**src/rtl/riscv_pkg.sv**
```systemverilog
// Shared definitions for the 5-stage RISC-V core: datapath width, mux and ALU
// encodings, and the control bundle carried through the ID/EX register.
package riscv_pkg;

    localparam int XLEN       = 32;
    localparam int REG_IDX_W  = 5;
    localparam int ALU_CTRL_W = 3;

    typedef enum logic [1:0] {
        RES_ALU = 2'b00,
        RES_MEM = 2'b01,
        RES_PC4 = 2'b10
    } result_src_e;

    typedef enum logic [ALU_CTRL_W-1:0] {
        ALU_ADD = 3'b000,
        ALU_SUB = 3'b001,
        ALU_AND = 3'b010,
        ALU_OR  = 3'b011,
        ALU_XOR = 3'b100,
        ALU_SLT = 3'b101,
        ALU_SLL = 3'b110,
        ALU_SRL = 3'b111
    } alu_ctrl_e;

    typedef enum logic [1:0] {
        IMM_I = 2'b00,
        IMM_S = 2'b01,
        IMM_B = 2'b10,
        IMM_U = 2'b11
    } imm_src_e;

    // Control group, including the slot-valid flag so a bubble clears it too.
    typedef struct packed {
        logic        reg_write;
        logic        mem_write;
        logic        jump;
        logic        branch;
        logic        alu_src;
        result_src_e result_src;
        alu_ctrl_e   alu_control;
        logic        valid;
    } ex_ctrl_t;

    localparam int EX_CTRL_W = $bits(ex_ctrl_t);

    function automatic int ex_data_width(input int xlen);
        return 5 * xlen + 3 * REG_IDX_W;
    endfunction

endpackage

```
**src/rtl/pipe_reg.sv**
```systemverilog
// Generic pipeline register: synchronous active-low reset, synchronous clear
// (takes priority over enable) and load enable.
module pipe_reg #(
    parameter int W = 8
) (
    input  logic         clk,
    input  logic         rst_n,
    input  logic         i_clr,
    input  logic         i_en,
    input  logic [W-1:0] i_d,
    output logic [W-1:0] o_q
);

    logic [W-1:0] r_q;

    always_ff @(posedge clk) begin
        if (!rst_n) begin
            r_q <= '0;
        end else if (i_clr) begin
            r_q <= '0;
        end else if (i_en) begin
            r_q <= i_d;
        end
    end

    assign o_q = r_q;

endmodule

```
**src/rtl/id_ex_register.sv**
```systemverilog
// Decode/Execute pipeline register with hazard stall/flush and a saturating
// count of bubbles inserted into the execute slot.
module id_ex_register #(
    parameter int XLEN  = 32,
    parameter int CNT_W = 16
) (
    input  logic             clk,
    input  logic             rst_n,
    input  logic             StallE,
    input  logic             FlushE,
    input  logic             ValidD,
    input  logic [XLEN-1:0]  RD1D,
    input  logic [XLEN-1:0]  RD2D,
    input  logic [XLEN-1:0]  ImmExtD,
    input  logic [XLEN-1:0]  PCD,
    input  logic [XLEN-1:0]  PCPlus4D,
    input  logic [4:0]       Rs1D,
    input  logic [4:0]       Rs2D,
    input  logic [4:0]       RdD,
    input  logic             RegWriteD,
    input  logic             MemWriteD,
    input  logic             JumpD,
    input  logic             BranchD,
    input  logic             ALUSrcD,
    input  logic [1:0]       ResultSrcD,
    input  logic [2:0]       ALUControlD,
    output logic [XLEN-1:0]  RD1E,
    output logic [XLEN-1:0]  RD2E,
    output logic [XLEN-1:0]  ImmExtE,
    output logic [XLEN-1:0]  PCE,
    output logic [XLEN-1:0]  PCPlus4E,
    output logic [4:0]       Rs1E,
    output logic [4:0]       Rs2E,
    output logic [4:0]       RdE,
    output logic             RegWriteE,
    output logic             MemWriteE,
    output logic             JumpE,
    output logic             BranchE,
    output logic             ALUSrcE,
    output logic [1:0]       ResultSrcE,
    output logic [2:0]       ALUControlE,
    output logic             ValidE,
    output logic [CNT_W-1:0] BubbleCntE
);

    import riscv_pkg::*;

    localparam int DATA_W = ex_data_width(XLEN);

    // StallE/FlushE are level requests sampled at the rising edge only; a
    // flush wins over a stall, and reset wins over both.
    logic              w_load;
    logic              w_bubble;
    logic [DATA_W-1:0] w_data_d;
    logic [DATA_W-1:0] w_data_e;
    ex_ctrl_t          w_ctrl_d;
    ex_ctrl_t          w_ctrl_e;
    logic [CNT_W-1:0]  r_bubble_cnt;

    assign w_load   = !StallE;
    assign w_bubble = FlushE || (!StallE && !ValidD);

    assign w_data_d = {RD1D, RD2D, ImmExtD, PCD, PCPlus4D, Rs1D, Rs2D, RdD};

    always_comb begin
        w_ctrl_d             = '0;
        w_ctrl_d.reg_write   = RegWriteD;
        w_ctrl_d.mem_write   = MemWriteD;
        w_ctrl_d.jump        = JumpD;
        w_ctrl_d.branch      = BranchD;
        w_ctrl_d.alu_src     = ALUSrcD;
        w_ctrl_d.result_src  = result_src_e'(ResultSrcD);
        w_ctrl_d.alu_control = alu_ctrl_e'(ALUControlD);
        w_ctrl_d.valid       = ValidD;
    end

    pipe_reg #(.W(DATA_W)) u_data (
        .clk   (clk),
        .rst_n (rst_n),
        .i_clr (FlushE),
        .i_en  (w_load),
        .i_d   (w_data_d),
        .o_q   (w_data_e)
    );

    pipe_reg #(.W(EX_CTRL_W)) u_ctrl (
        .clk   (clk),
        .rst_n (rst_n),
        .i_clr (FlushE),
        .i_en  (w_load),
        .i_d   (w_ctrl_d),
        .o_q   (w_ctrl_e)
    );

    assign {RD1E, RD2E, ImmExtE, PCE, PCPlus4E, Rs1E, Rs2E, RdE} = w_data_e;

    assign RegWriteE   = w_ctrl_e.reg_write;
    assign MemWriteE   = w_ctrl_e.mem_write;
    assign JumpE       = w_ctrl_e.jump;
    assign BranchE     = w_ctrl_e.branch;
    assign ALUSrcE     = w_ctrl_e.alu_src;
    assign ResultSrcE  = w_ctrl_e.result_src;
    assign ALUControlE = w_ctrl_e.alu_control;
    assign ValidE      = w_ctrl_e.valid;

    // Saturates at all-ones so a long-running core never reports a small count.
    always_ff @(posedge clk) begin
        if (!rst_n) begin
            r_bubble_cnt <= '0;
        end else if (w_bubble && (r_bubble_cnt != {CNT_W{1'b1}})) begin
            r_bubble_cnt <= r_bubble_cnt + CNT_W'(1);
        end
    end

    assign BubbleCntE = r_bubble_cnt;

endmodule

```
**config.mk**
```make
export PLATFORM = sky130hd
export DESIGN_NAME = id_ex_register
export DESIGN_NICKNAME = d
export VERILOG_FILES = /design/src/rtl/riscv_pkg.sv /design/src/rtl/pipe_reg.sv /design/src/rtl/id_ex_register.sv
export SDC_FILE = /design/constraint.sdc
export NUM_CORES = 1
export LEC_CHECK = 0
export ABC_AREA = 1
export CAP_MARGIN = 25
export CORE_AREA = 5 5 151 153
export CTS_CLUSTER_SIZE = 12
export DETAILED_ROUTE_END_ITERATION = 10
export DIE_AREA = 0 0 156 158
export PLACE_DENSITY = 0.74
export SLEW_MARGIN = 15
export SYNTH_ARGS = -nofsm -noshare
export SYNTH_HDL_FRONTEND = slang
export SYNTH_SLANG_ARGS = --single-unit
```
**constraint.sdc**
```tcl
create_clock -name clk -period 4.05 [get_ports clk]
set_clock_uncertainty 0.15 [all_clocks]
set_input_delay 0.81 -clock clk [delete_from_list [all_inputs] [get_ports clk]]
set_output_delay 0.81 -clock clk [all_outputs]
set_load 0.01 [all_outputs]
```
; ---- Word level (Yosys, flattened, before mapping)
; Index checks and enable logic that the tools add are counted.
[word_totals]
regBits = 202
latchBits = 0
ramBits = 0
rom_bits = 0
in_bits = 190
mem_count = 0
[classes]
n_addsub = 1
mul = 0
div_mod_pow = 0
n_lt_le_gt_ge = 0
eq_ne = 1
n_shift = 0
n_mux = 0
bitwise = 1
n_reduce_logical = 6
[op_table]
columns = cell, count
row1 = $add A16 B1 Y16 const B, 1
row2 = $ne A16 B16 Y1 const B, 1
row3 = $logic_and A1 B1 Y1, 2
row4 = $logic_not A1 Y1, 2
row5 = $reduce_or A2 Y1, 1
row6 = $logic_or A1 B1 Y1, 1
row7 = $not A1 Y1, 1

; ---- Logic depth before layout (Yosys ltp)
[depth]
depth_word = 4
ltp_mapped = 9
depth_no_buf = 9

; ---- Hierarchy
; Synthesis repeated with hierarchy kept, for this count alone.
[hier_totals]
hier_cells = 973
hier_area_um2 = 7539.7
[by_module_without_submodules]
columns = module, instances, cells_each, area_per_inst_um2, seq_area_each_um2
row1 = pipe_reg (u_data), 1, 761, 6140.9, 3503.4
row2 = id_ex_register, 1, 162, 1002.2, 320.3
row3 = pipe_reg (u_ctrl), 1, 50, 396.6, 220.2

; ---- Worst setup path after synthesis
; OpenSTA, ideal clock, no wires.
[synth_timing]
path_kind = input -> register
startpoint = input port rst_n
endpoint = register u_ctrl.r_q[1], in the netlist u_ctrl.o_q[1]
t_arrival_ps = 1568
slack_ps = 2199
stages = 5
n_path_buf = 3
cell_sequence = buf_4 -> nand2_1 -> buf_2 -> clkbuf_1 -> a21oi_1
[synth_via]
elab_chain_cells = 2
[synth_rtl]
columns = item, line_no
row1 = "start, declared", id_ex_register.sv:8  ; input logic rst_n,
row2 = $not A1 Y1 (no source line), --
row3 = $reduce_or A2 Y1 (no source line), --
row4 = "end signal, assigned", pipe_reg.sv:22  ; r_q <= i_d;
row5 = "end, declared", pipe_reg.sv:14  ; logic [W-1:0] r_q;
; Every way passes these cells.
; A chain may end at the register's enable or synchronous reset.

; ---- Worst setup path after layout
[layout_timing]
startpoint = register r_bubble_cnt[7], in the netlist BubbleCntE[7]
endpoint = output port BubbleCntE[7]
[layout_lines]
columns = item, line_no
row1 = "start, declared", id_ex_register.sv:58  ; logic [CNT_W-1:0] r_bubble_cnt;
row2 = "start signal, assigned", id_ex_register.sv:111  ; r_bubble_cnt <= r_bubble_cnt + CNT_W'(1);
row3 = "end, declared", id_ex_register.sv:43  ; output logic [CNT_W-1:0] BubbleCntE
; No word-level cell between the ends.

==> results.txt <==
----------------------------------------------------
[Status]
  Run status ... complete, no violations

[Synthesis]
  Mean instance size in the synthesized netlist ... roughly 7.6 µm²
  Number of warnings reported in the yosys synthesis log ... 0
  Share of Yosys cell area claimed by the top area cell type ... 54.87%
  Number of enable-type register cells in the synthesized netlist ... 0
  Share of async-settable or async-resettable flops after synthesis ... 0%
  Post-synthesis net count ... about 1200
  Commonest cells post-synth ... nand2_1, dfxtp_1, a21oi_1
  Leading area contributor after synthesis ... dfxtp_1
  Most frequently used flop master after synthesis ... dfxtp_1
  Gate count after technology mapping ... about 970
  Cell with the most instances after synthesis ... nand2_1
  Post-synthesis sequential area ratio ... 54.87%
  Netlist Area Pre-Place ... around 7400 µm²
  Top cells by area in the synthesized netlist ... dfxtp_1, nand2_1, a21oi_1
  Synth unique cells ... 25
  Number of register bits inferred by synthesis ... a little over 200

[GRT]
  Initial antenna violation count ... 1
  Pin count of the biggest net entering global routing ... 104
  First-pass GRT wire length ... 37270 µm
  All-Layer GR Usage ... about 18%
  Remaining Overflow, GRT ... 0
  Number of global-route vias before repair ... 7070

[Finish]
  Layout overhead on the synthesized area ... 66.16%
  Antenna diodes ... 0
  Ratio of cells with drive above 1 in the final layout ... under 10%
  Fill count ... 1922
  Number of nets in the layout ... around 1500

[Critical path]
  Reg2reg start ... BubbleCntE[0]$_SDFFE_PN0P_
  Highest net fanout along the worst path ... 6
  WP buf/inv ... 1
  Register-to-register path setup slack ... around 2.3 ns
  Logic depth of the worst setup path including buffers ... 1
  Maximum single-stage delay on the critical path ... about 0.61 ns
  End point of the critical path ... BubbleCntE[7]
  Critical Setup Path Class ... reg -> out
  Data required time at the worst endpoint ... between 3 and 4 ns
  R2R cell count ... 8
  Terminus of the critical flop-to-flop path ... BubbleCntE[0]$_SDFFE_PN0P_
  Worst setup EP type ... primary output
  Type of origin of the critical path ... flip-flop
  Arrival @ worst endpoint ... approximately 1.6 ns
  CP cell instances ... clkdlybuf4s50_1
  Kind of cell with the highest combined delay on the critical path ... buffers and inverters
  Worst Setup SP ... BubbleCntE[7]$_SDFFE_PN0P_
  Critical-path cell with the highest stage delay ... clkdlybuf4s50_1

[STA]
  Share of the clock period used by the worst path after layout ... between 60 and 70%
  Worst max-slew margin expressed relative to the limit ... between 40 and 50%
  Unrepaired setup endpoints after global routing ... no
  Final Slew Violations ... 0
  Total Neg Setup Slack ... 0 ns
  Endpoints failing hold ... 0
  Final setup violation count ... 0
  Upper clock frequency limit ... ~400 MHz
  Hold Slack ... around 0.31 ns
  Worst slew pin tran ... approximately 0.8 ns
  Time the final worst path needs with I/O delays and setup ... 2.518 ns

[Floorplanning]
  Vertical die dimension ... between 150 and 200 µm
  Core area ... ~21000 µm²
  Placement Rows ... 54
  I/O pin cnt ... slightly below 400
  Die Area ... between 20000 and 25000 µm²
  Starting density of the core ... around 34%
  Die X ... ~160 µm

[Routing]
  Routed via count divided by cell count ... about 4.7
  Drt pass-1 iters ... 5
  Total wirelength of the detailed-routed design ... around 25000 µm
  Post-detailed-route count of antenna-violating nets ... 0
  Overall via count from detail_route ... between 7000 and 8000
  Wire length per cell ... between 15 and 20 µm
  Residual DRC ... 0
  Drt initial violations ... 510

[Power and ir drop]
  LEAKAGE ... about 4.6 nW
  VDD IR max ... approximately 0.31 mV
  Power Density ... ~400 nW/µm²

[Clock tree]
  Clock transition time at the flip-flop clock pins of the worst setup and hold paths ... about 0.06 ns
  Total number of H-tree levels ... 1
  Number of setup buffers added after CTS ... 0
  Worst skew pair latency ... approximately 0.51 ns
  CTS Hold Buffers Added ... 0
  Quantity of gates resized following cts ... 0
  Clk buf depth ... 3
  Clock tree from TritonCTS ... built
  Clock buffers created by TritonCTS ... 23
  Total clock sinks ... between 200 and 250
  CTS Root Cell ... clkbuf_16

[Placed design]
  Post-DP HPWL ... 17790 µm
  IO Port Bufs ... around 390
  Placer congestion estimate ... between 0.8 and 0.9

[Min path]
  Hold Crit Class ... reg -> reg

[Flow run]
  Count of max-cap constraint violations ... 0

----------------------------------------------------
placed cells by master (no fill, tap or decap), types with 2 or more instances in the layout:
master	Yosys	final
o21ai_0	3	3
clkdlybuf4s50_1	0	390
nand3_2	2	2
dfxtp_1	202	202
nand2_1	410	409
clkinv_2	0	4
a21oi_1	196	196
buf_4	3	5
buf_12	0	3
clkbuf_16	0	23
nor2_4	2	2
nor2_1	39	39
nand4_1	2	2
nor2_2	3	3
nand3_1	18	18
inv_2	3	3
clkbuf_8	0	11
nand2_2	2	2
inv_1	15	15
sequential cells by signal (all words and copies together) (netlist names):
name / count
u_data.o_q: 175
BubbleCntE: 16
u_ctrl.o_q: 11
how the worst min path moves through the flow:
stage	start	end	slack, ns	cells past startpoint
final	u_data.o_q[7]$_SDFFE_PP0N_	u_data.o_q[7]$_SDFFE_PP0N_	0.31	2
after detailed placement	u_data.o_q[24]$_SDFFE_PP0N_	u_data.o_q[24]$_SDFFE_PP0N_	0.30	2
after CTS	u_data.o_q[103]$_SDFFE_PP0N_	u_data.o_q[103]$_SDFFE_PP0N_	0.31	2
after floorplan	u_data.o_q[174]$_SDFFE_PP0N_	u_data.o_q[174]$_SDFFE_PP0N_	0.33	2
after global routing	u_data.o_q[19]$_SDFFE_PP0N_	u_data.o_q[19]$_SDFFE_PP0N_	0.33	2
after global placement	u_data.o_q[174]$_SDFFE_PP0N_	u_data.o_q[174]$_SDFFE_PP0N_	0.29	2
power by group:
group | total (mW) | internal (mW) | switching, mW
registers | 2.08 | 2.05 | 0.0323
logic | 0.546 | 0.316 | 0.231
clock network | 2.13 | 1.30 | 0.826
total | 4.76 | 3.67 | 1.09
routing by layer:
| layer | up-vias | global-route usage, % | routed length, µm |
|---|---|---|---|
| met5 | - | 0 | 20 |
| met4 | 2 | 4.960 | 515 |
| met3 | 38 | 6.889 | 2704 |
| met2 | 308 | 31.25 | 11840 |
| met1 | 3390 | 22.12 | 9843 |
| li1 | 3815 | - | - |
stage by stage:
stage | worst slack, ns | util [%] | total power [mW] | area [µm²] | instances
after floorplan | 2.199 | - | 2.320 | 7370 | 969
after global placement | 1.413 | 53.32 | 2.666 | 11420 | 1583
after detailed placement | 1.396 | 53.32 | 2.671 | 11420 | 1583
after CTS | 1.505 | 57.05 | 4.834 | 12220 | 1623
after global routing | 1.438 | 57.17 | 4.970 | 12250 | 1624
final | 1.532 | 57.17 | 4.758 | 12250 | 1624
area by class of cell:
class	instances	area [µm²]	share of cell area [%]
multi-input cells	683	2938	23.99
well taps	280	350.3	2.861
flip-flops and latches	202	4044	33.02
inverters	19	76.32	0.6233
repair buffers	400	4040	32.99
clock inverters	6	70.07	0.5722
clock buffers	34	726.9	5.936
kinds of logic after synthesis:
group / Yosys count / share of synthesized area (%)
AND/OR/NAND/NOR: 480 / 25.64
flip-flops: 202 / 54.87
AO/OA/AOI/OAI: 201 / 13.84
buffers and inverters: 84 / 5.365
XOR/XNOR: 1 / 0.1189
adder cells (fa/ha/maj): 1 / 0.1698
(Power assumes the default switching activity.)
